<file path="src/rtl/wdt32_core.sv">
// Two-stage watchdog counter. The first timeout sets WDOV, a second timeout with WDOV
// still set latches RST_REQ. Counting is paced by a PRESCALE-cycle tick.
module wdt32_core #(
  parameter int unsigned PRESCALE = 1,
  parameter int unsigned PRE_W    = 16
) (
  input  logic        PCLK,
  input  logic        PRESETn,
  input  logic [31:0] WDLOAD,
  input  logic        WDEN,
  input  logic        WDOVCLR,
  output logic [31:0] WDTMR,
  output logic        WDOV,
  output logic        RST_REQ
);

  typedef enum logic [1:0] {StDis, StRun, StExp, StRstq} state_e;

  localparam logic [PRE_W-1:0] PreMax = PRE_W'(PRESCALE - 1);
  localparam logic [PRE_W-1:0] PreOne = PRE_W'(1);

  state_e             state_q, state_d;
  logic [31:0]        tmr_q, tmr_d;
  logic               ov_q, ov_d;
  logic               rr_q, rr_d;
  logic [PRE_W-1:0]   pre_q, pre_d;
  logic               wden_q, clr_q;
  logic [31:0]        load_q;

  logic en_rise, en_fall, clr_rise, load_chg, running, tick;

  assign en_rise  = WDEN & ~wden_q;
  assign en_fall  = ~WDEN & wden_q;
  assign clr_rise = WDOVCLR & ~clr_q;
  assign load_chg = (WDLOAD != load_q);
  assign running  = (state_q == StRun) || (state_q == StExp);
  assign tick     = (pre_q == PreMax);

  // Next-state: one prioritised action per cycle; RSTQ holds everything until reset.
  always_comb begin
    state_d = state_q;
    tmr_d   = tmr_q;
    ov_d    = ov_q;
    rr_d    = rr_q;
    pre_d   = pre_q;
    if (state_q != StRstq) begin
      if (en_fall) begin
        state_d = StDis;
        pre_d   = '0;
      end else if (en_rise && (state_q == StDis)) begin
        tmr_d   = WDLOAD;
        pre_d   = '0;
        state_d = ov_q ? StExp : StRun;
      end else if (clr_rise) begin
        // Clear wins over a same-cycle timeout; while disabled only the flag clears.
        ov_d = 1'b0;
        if (running) begin
          tmr_d   = WDLOAD;
          pre_d   = '0;
          state_d = StRun;
        end
      end else if (load_chg && running) begin
        tmr_d = WDLOAD;
        pre_d = '0;
      end else if (running) begin
        if (tick) begin
          pre_d = '0;
          if (tmr_q != 32'd0) begin
            tmr_d = tmr_q - 32'd1;
          end else begin
            tmr_d = WDLOAD;
            if (state_q == StRun) begin
              state_d = StExp;
              ov_d    = 1'b1;
            end else begin
              state_d = StRstq;
              rr_d    = 1'b1;
            end
          end
        end else begin
          pre_d = pre_q + PreOne;
        end
      end
    end
  end

  // State and input-history registers; load_q tracks WDLOAD in every state.
  always_ff @(posedge PCLK or negedge PRESETn) begin
    if (!PRESETn) begin
      state_q <= StDis;
      tmr_q   <= '0;
      ov_q    <= 1'b0;
      rr_q    <= 1'b0;
      pre_q   <= '0;
      wden_q  <= 1'b0;
      clr_q   <= 1'b0;
      load_q  <= '0;
    end else begin
      state_q <= state_d;
      tmr_q   <= tmr_d;
      ov_q    <= ov_d;
      rr_q    <= rr_d;
      pre_q   <= pre_d;
      wden_q  <= WDEN;
      clr_q   <= WDOVCLR;
      load_q  <= WDLOAD;
    end
  end

  assign WDTMR   = tmr_q;
  assign WDOV    = ov_q;
  assign RST_REQ = rr_q;

endmodule

</file>
<file path="config.mk">
export PLATFORM = sky130hd
export DESIGN_NAME = wdt32_core
export DESIGN_NICKNAME = d
export VERILOG_FILES = /design/src/rtl/wdt32_core.sv
export SDC_FILE = /design/constraint.sdc
export NUM_CORES = 1
export LEC_CHECK = 0
export ABC_AREA = 1
export CORE_MARGIN = 2
export CORE_UTILIZATION = 40
export CTS_CLUSTER_SIZE = 10
export DETAILED_ROUTE_END_ITERATION = 6
export PLACE_DENSITY = 0.68
export SKIP_LAST_GASP = 1
export SYNTH_ARGS = -nofsm -noshare
export SYNTH_HDL_FRONTEND = slang
export SYNTH_SLANG_ARGS = --single-unit
</file>
<file path="constraint.sdc">
create_clock -name PCLK -period 2.95 [get_ports PCLK]
set_input_delay 0.885 -clock PCLK [delete_from_list [all_inputs] [get_ports PCLK]]
set_output_delay 0.885 -clock PCLK [all_outputs]
set_load 0.02 [all_outputs]
</file>
### Yosys cells after proc, flatten, opt, wreduce, memory -nomap -nowiden

Cells that the tools add are included.

| operators by class | value |
|---|---|
| add/sub/neg operators | 2 |
| multipliers | 0 |
| div/mod/pow operators | 0 |
| order comparisons | 0 |
| equal/unequal tests | 10 |
| shift operators | 0 |
| mux-type cells | 30 |
| bitwise operators | 12 |
| reduce and logical (&&, ||, !) cells | 19 |

Operator list:

| operator | number |
|---|---|
| $mux W32 | 7 |
| $mux W16 | 7 |
| $ne A32 B32 Y1 | 1 |
| $reduce_bool A32 Y1 | 1 |
| $sub A32 B1 Y32 const B | 1 |
| $mux W2 | 9 |
| $add A16 B1 Y16 const B | 1 |
| $logic_not A16 Y1 | 1 |
| $reduce_bool A4 Y1 | 3 |
| $reduce_and A5 Y1 | 2 |
| $not A1 Y1 | 9 |
| $reduce_and A9 Y1 | 1 |
| $ne A4 B4 Y1 const B | 2 |
| $reduce_and A8 Y1 | 1 |
| $mux W1 | 7 |
| $ne A2 B2 Y1 const B | 3 |
| $reduce_bool A2 Y1 | 3 |
| $reduce_bool A3 Y1 | 2 |
| $ne A4 B2 Y1 const B | 1 |
| $and A1 B1 Y1 | 3 |
| $ne A3 B1 Y1 const B | 1 |
| $reduce_and A3 Y1 | 1 |
| $eq A2 B1 Y1 const B | 1 |
| $eq A2 B2 Y1 const B | 1 |
| 3 further kinds | 4 |

| word-level totals | value |
|---|---|
| flip-flop bits (word level) | 86 |
| latch bits | 0 |
| RAM bits | 0 |
| ROM bits | 0 |
| input port bits | 36 |
| logic and storage cells | 81 |
| memories kept | 0 |

### Depth between registers and ports, before layout

| logic depth | value |
|---|---|
| word-level depth | 9 |
| mapped depth | 15 |
| mapped depth without buffers | 14 |

### Least setup slack after synthesis

Ideal clock, no wire load.

| timing | value |
|---|---|
| path type | input-to-reg |
| from | input WDLOAD[0] |
| to | register tmr_q[14] (netlist: WDTMR[14]) |
| library setup time | 0.118 ns |
| arrival time | 1.950 ns |
| required time | 2.832 ns |
| path slack | 0.882 ns |
| cell stages on the path | 15 |
| cell sequence | inv_1 nand2_1 nand2_1 nand2_1 nor2_1 nand2_1 nor2_1 nand2_1 nand2_4 nand3_2 nand2_2 inv_2 buf_6 nand3_1 nand2_1 |

| between the ends | value |
|---|---|
| word-level cells in the longest chain between the ends | 5 |
| elaborated cells between the ends (all ways) | 8 |
| classes of those cells | eq/ne: 1; mux: 3; reduce/logical: 4 |

RTL lines:

| what | RTL line | source |
|---|---|---|
| from (decl) | 9 | `input logic [31:0] WDLOAD,` |
| $ne A32 B32 Y1 * | 35 | `assign load_chg = (WDLOAD != load_q);` |
| $logic_and A1 B1 Y1 * | 62 | `end else if (load_chg && running) begin` |
| $mux W32 | 62 |  |
| $mux W32 | 54 | `end else if (clr_rise) begin` |
| $mux W32 | 50 | `end else if (en_rise && (state_q == StDis)) begin` |
| to (signal assigned) | 100 | `tmr_q <= tmr_d;` |
| to (decl) | 23 | `logic [31:0] tmr_q, tmr_d;` |

Every way passes the cells marked *; elsewhere a longest branch is shown, timed or not.
A chain may end at the register's enable or synchronous reset.

### Worst setup path in the final report

| timing | value |
|---|---|
| from | input WDLOAD[16] |
| to | register tmr_q[2] (netlist: WDTMR[2]) |

Same word-level chain as after synthesis.

==> impl_metrics.json <==
{
  "crit_buf_inv": 2,
  "grt_util_met1": 0.2769,
  "post_cts_resize_count": 0,
  "post_drt_via_cell_ratio": 4.853,
  "r2r_cells": 9,
  "hold_critical_path_depth": 1,
  "synth_area_leader_cell": "dfrtp_1",
  "layoutNonFillerInstCount": 970,
  "tightest_slew_ns": 0.5976,
  "yosysWarningCount": 0,
  "number_of_global_route_vias_before_repair": 4435,
  "grt_start_max_net_pins": 46,
  "reported_net_switching_power_uw": 2827,
  "drtIter0Drc": 229,
  "synth_area_leaders": "dfrtp_1 (41%), nand2_1 (16%), xnor2_1 (7.2%), nor2_1 (5.9%), inv_1 (5.4%)",
  "power_report.internal_total_uw": 3607,
  "cts_tree": "built",
  "cp_num_cells": 13,
  "synth-compound-area-share": 0.02719,
  "grtUsageMet2": 0.2813,
  "synth.avg_cell_area_um2": 7.317,
  "setup_repair_bufs_after_cts": 0,
  "period_share": 0.9225,
  "seq_area_frac_synth": 0.4102,
  "floorplan_row_count": 41,
  "status": "finished clean",
  "power_density_nw_per_um2": 986.5,
  "worstSetupStartpoint": "WDLOAD[16]",
  "dr_total_vias": 4707,
  "maximum_fanout_along_the_worst_path": 32,
  "die_w_um": 118.5,
  "p_leak_uw": 0.003093,
  "antenna_cells": 0,
  "per_cell_routed_wire_length_um": 12.86,
  "grtUsageTotal": 0.1909,
  "synth-xor-area-share": 0.1002,
  "clkLatencyLatePin_ns": 0.35,
  "area_growth_syn_to_layout_pct": 24.33,
  "final_core_util": 0.5127,
  "max_slew_margin": 0.6016,
  "wire_length_after_detailed_routing_um": 12480,
  "crit_path_cell_trace": "clkdlybuf4s50_1 -> xnor2_1 -> nand2_1 -> nor2_1 -> nand2_1 -> nor2_1 -> nand2_1 -> nand2_4 -> nand3_2 -> nand2_2 -> inv_2 -> nand3_1 -> nand2_1",
  "r2r_slack_ns": 0.87,
  "synthesized_cell_area_um2": 5246,
  "starting_utilization_of_the_core_area": 0.4124,
  "cts-hold-fix-buffers": 0,
  "fin_worst_skew_ns": 0.008093,
  "instance_count_of_the_mapped_netlist": 717,
  "synthMostInstantiatedCell": "nand2_1",
  "detailedRoute.firstPassIterationCount": 4,
  "gpl.final_weighted_congestion": 0.9164,
  "cp-start-kind": "input pin",
  "drt.antenna.violating_nets": 0,
  "comb_power_share": 0.508,
  "design.final.nets": 836,
  "setup-violations-final": 0,
  "post-place-cells": 954,
  "cp.required_ns": 3.18,
  "netlist.area_leader.share": 0.4102,
  "chipHeight_um": 118.5,
  "cts_inserted_buffers": 9,
  "worstPathArrival_ns": 2.95,
  "synth_adder_area_share": 0.01669,
  "startpoint_of_the_worst_register_to_register_path": "WDTMR[0]$_DFFE_PN0P_",
  "p_clk_frac": 0.204,
  "synth_simple_gate_area_frac": 0.3606,
  "drt_drc_violations_left": 0,
  "synth_cell_type_count": 34,
  "placement.setup.worst_slack_ns": -0.1463,
  "timing.final.ws_setup_ns": 0.2287,
  "die-area_um2": 14050,
  "grt_pass1_wl_um": 21860,
  "coreArea_um2": 12720,
  "cp_common_cell": "nand2_1",
  "synth_top_flop_cell": "dfrtp_1",
  "synth_enable_flop_cells": 0,
  "timing.hold.worst.class": "reg -> reg",
  "worstSetupPathType": "in -> reg",
  "max-clock-path-buffers": 2,
  "share_of_total_power_in_sequential_cells": 0.288,
  "hold_violations": 0,
  "cp_top_family": "simple AND/OR/NAND/NOR gates",
  "synth-seq-cells": 86,
  "antenna_violations_before_repair": 0,
  "drv_cap": 0,
  "layout-drive-gt1-share": 0.08020,
  "grt.busiest_layer": "met2",
  "setup.worst_path.end": "WDTMR[2]$_DFFE_PN0P_",
  "slowest_delay_ns": 0.52,
  "floorplan.io_pins": 70,
  "timing.critical_path.to_type": "register",
  "cts_sinks": 86,
  "finalHoldWorstSlack_ns": 0.4836,
  "grt_setup_unrepaired": "false",
  "hpwlAfterDp_um": 9335,
  "netlist_top_cells_count": "nand2_1 (230), dfrtp_1 (86), nor2_1 (82), inv_1 (75), nand3_1 (48)",
  "period_minus_slack_ns": 2.721,
  "switching_share": 0.4394,
  "dominant_combinational_cell_family_by_area_after_synthesis": "simple AND/OR/NAND/NOR gates",
  "achievable-frequency_mhz": 367.5,
  "postSynthNetCount": 760,
  "port_buffers": 69,
  "cts-htree-levels": 3,
  "max-vdd-ir-drop_uv": 508.3,
  "muxShareOfSynthArea": 0,
  "async_flop_share": 1.000,
  "cts_clk_pin_slew_worst_paths_ns": 0.06,
  "use_met3": 0.03185,
  "drv_slew": 0,
  "grt_overflow_total": 0,
  "master_of_the_slowest_instance_on_the_critical_path": "clkdlybuf4s50_1",
  "clock-root-buffer": "clkbuf_16",
  "worst_r2r_endpoint": "WDTMR[30]$_DFFE_PN0P_"
}
[per-stage QoR]
stage	total power [uW]	setup TNS, ns	instance area (um2)
2_1_floorplan	4052	0	5246
3_3_place_gp	5107	-1.831	6175
3_5_place_dp	5142	-3.874	6175
4_1_cts	6490	0	6523
5_1_grt	6994	0	6523
6_report	6435	0	6523
[power groups by stage]
stage	Sequential (uW)	Clock, uW	Combinational, uW
2_1_floorplan	2030	0	2030
3_3_place_gp	1870	0	3230
3_5_place_dp	1870	0	3270
4_1_cts	1850	1340	3300
5_1_grt	1900	1400	3700
6_report	1850	1310	3270
[layer usage]
layer,vias to the layer above,routed length (um)
met1,2176,6234
met3,13,563
met5,-,0
met2,106,5485
li1,2412,-
met4,0,194
[cells in the final DEF, fill, tap and decap left out, types with 2 or more instances in the layout]
cell type,instances
nor3_2,3
and3_1,2
nor3_1,10
dfrtp_1,86
bufinv_16,3
nand4_1,37
clkinv_2,2
xnor2_1,43
buf_4,15
nand2_2,2
nand2_1,230
nor2_1,82
xor2_1,17
nor4_1,2
inv_1,75
clkbuf_16,9
ha_1,7
o21ai_1,3
clkdlybuf4s50_1,68
o31ai_1,2
buf_12,2
inv_2,12
nor2_2,7
nand3b_1,3
o21ai_0,6
a21oi_1,9
nand3_2,3
nand3_1,48
[cells by family (layout without fill, tap and decap cells)]
logic type,count (synthesis),count (layout)
flops,86,86
simple gates,433,433
compound gates,24,24
xor+xnor,60,60
fa+ha+maj,7,7
buf+inv,107,188
[cell type report]
class / count / area, um2
flip-flops and latches: 86 / 2152
fillers: 1263 / 6200
repair buffers: 85 / 833.3
clock buffers: 10 / 239.0
inverters: 87 / 326.6
clock inverters: 6 / 108.9
multi-input cells: 524 / 2648
well taps: 172 / 215.2
[worst reg2reg max path: cells and delay by family, from the launching register on]
family	cells	cell delay, ns
and+or+nand+nor	6	0.96
buffers and inverters	1	0.15
adders and majority gates	1	0.22
DFF	1	0.46
xor gates and xnor gates	1	0.17
[flip-flops by register name, indices dropped and copies added, names as in the netlist]
register / count
state_q: 2
WDOV: 1
WDTMR: 32
pre_q: 16
load_q: 32
wden_q: 1
RST_REQ: 1
clr_q: 1
[worst min-delay path by stage]
stage | from | to
after floorplan | pre_q[14]$_DFFE_PN0P_ | pre_q[14]$_DFFE_PN0P_
after global placement | RST_REQ$_DFFE_PN0P_ | RST_REQ$_DFFE_PN0P_
after detailed placement | RST_REQ$_DFFE_PN0P_ | RST_REQ$_DFFE_PN0P_
after CTS | RST_REQ$_DFFE_PN0P_ | RST_REQ$_DFFE_PN0P_
after global routing | RST_REQ$_DFFE_PN0P_ | RST_REQ$_DFFE_PN0P_
final | RST_REQ$_DFFE_PN0P_ | RST_REQ$_DFFE_PN0P_
(Power assumes the default switching activity.)
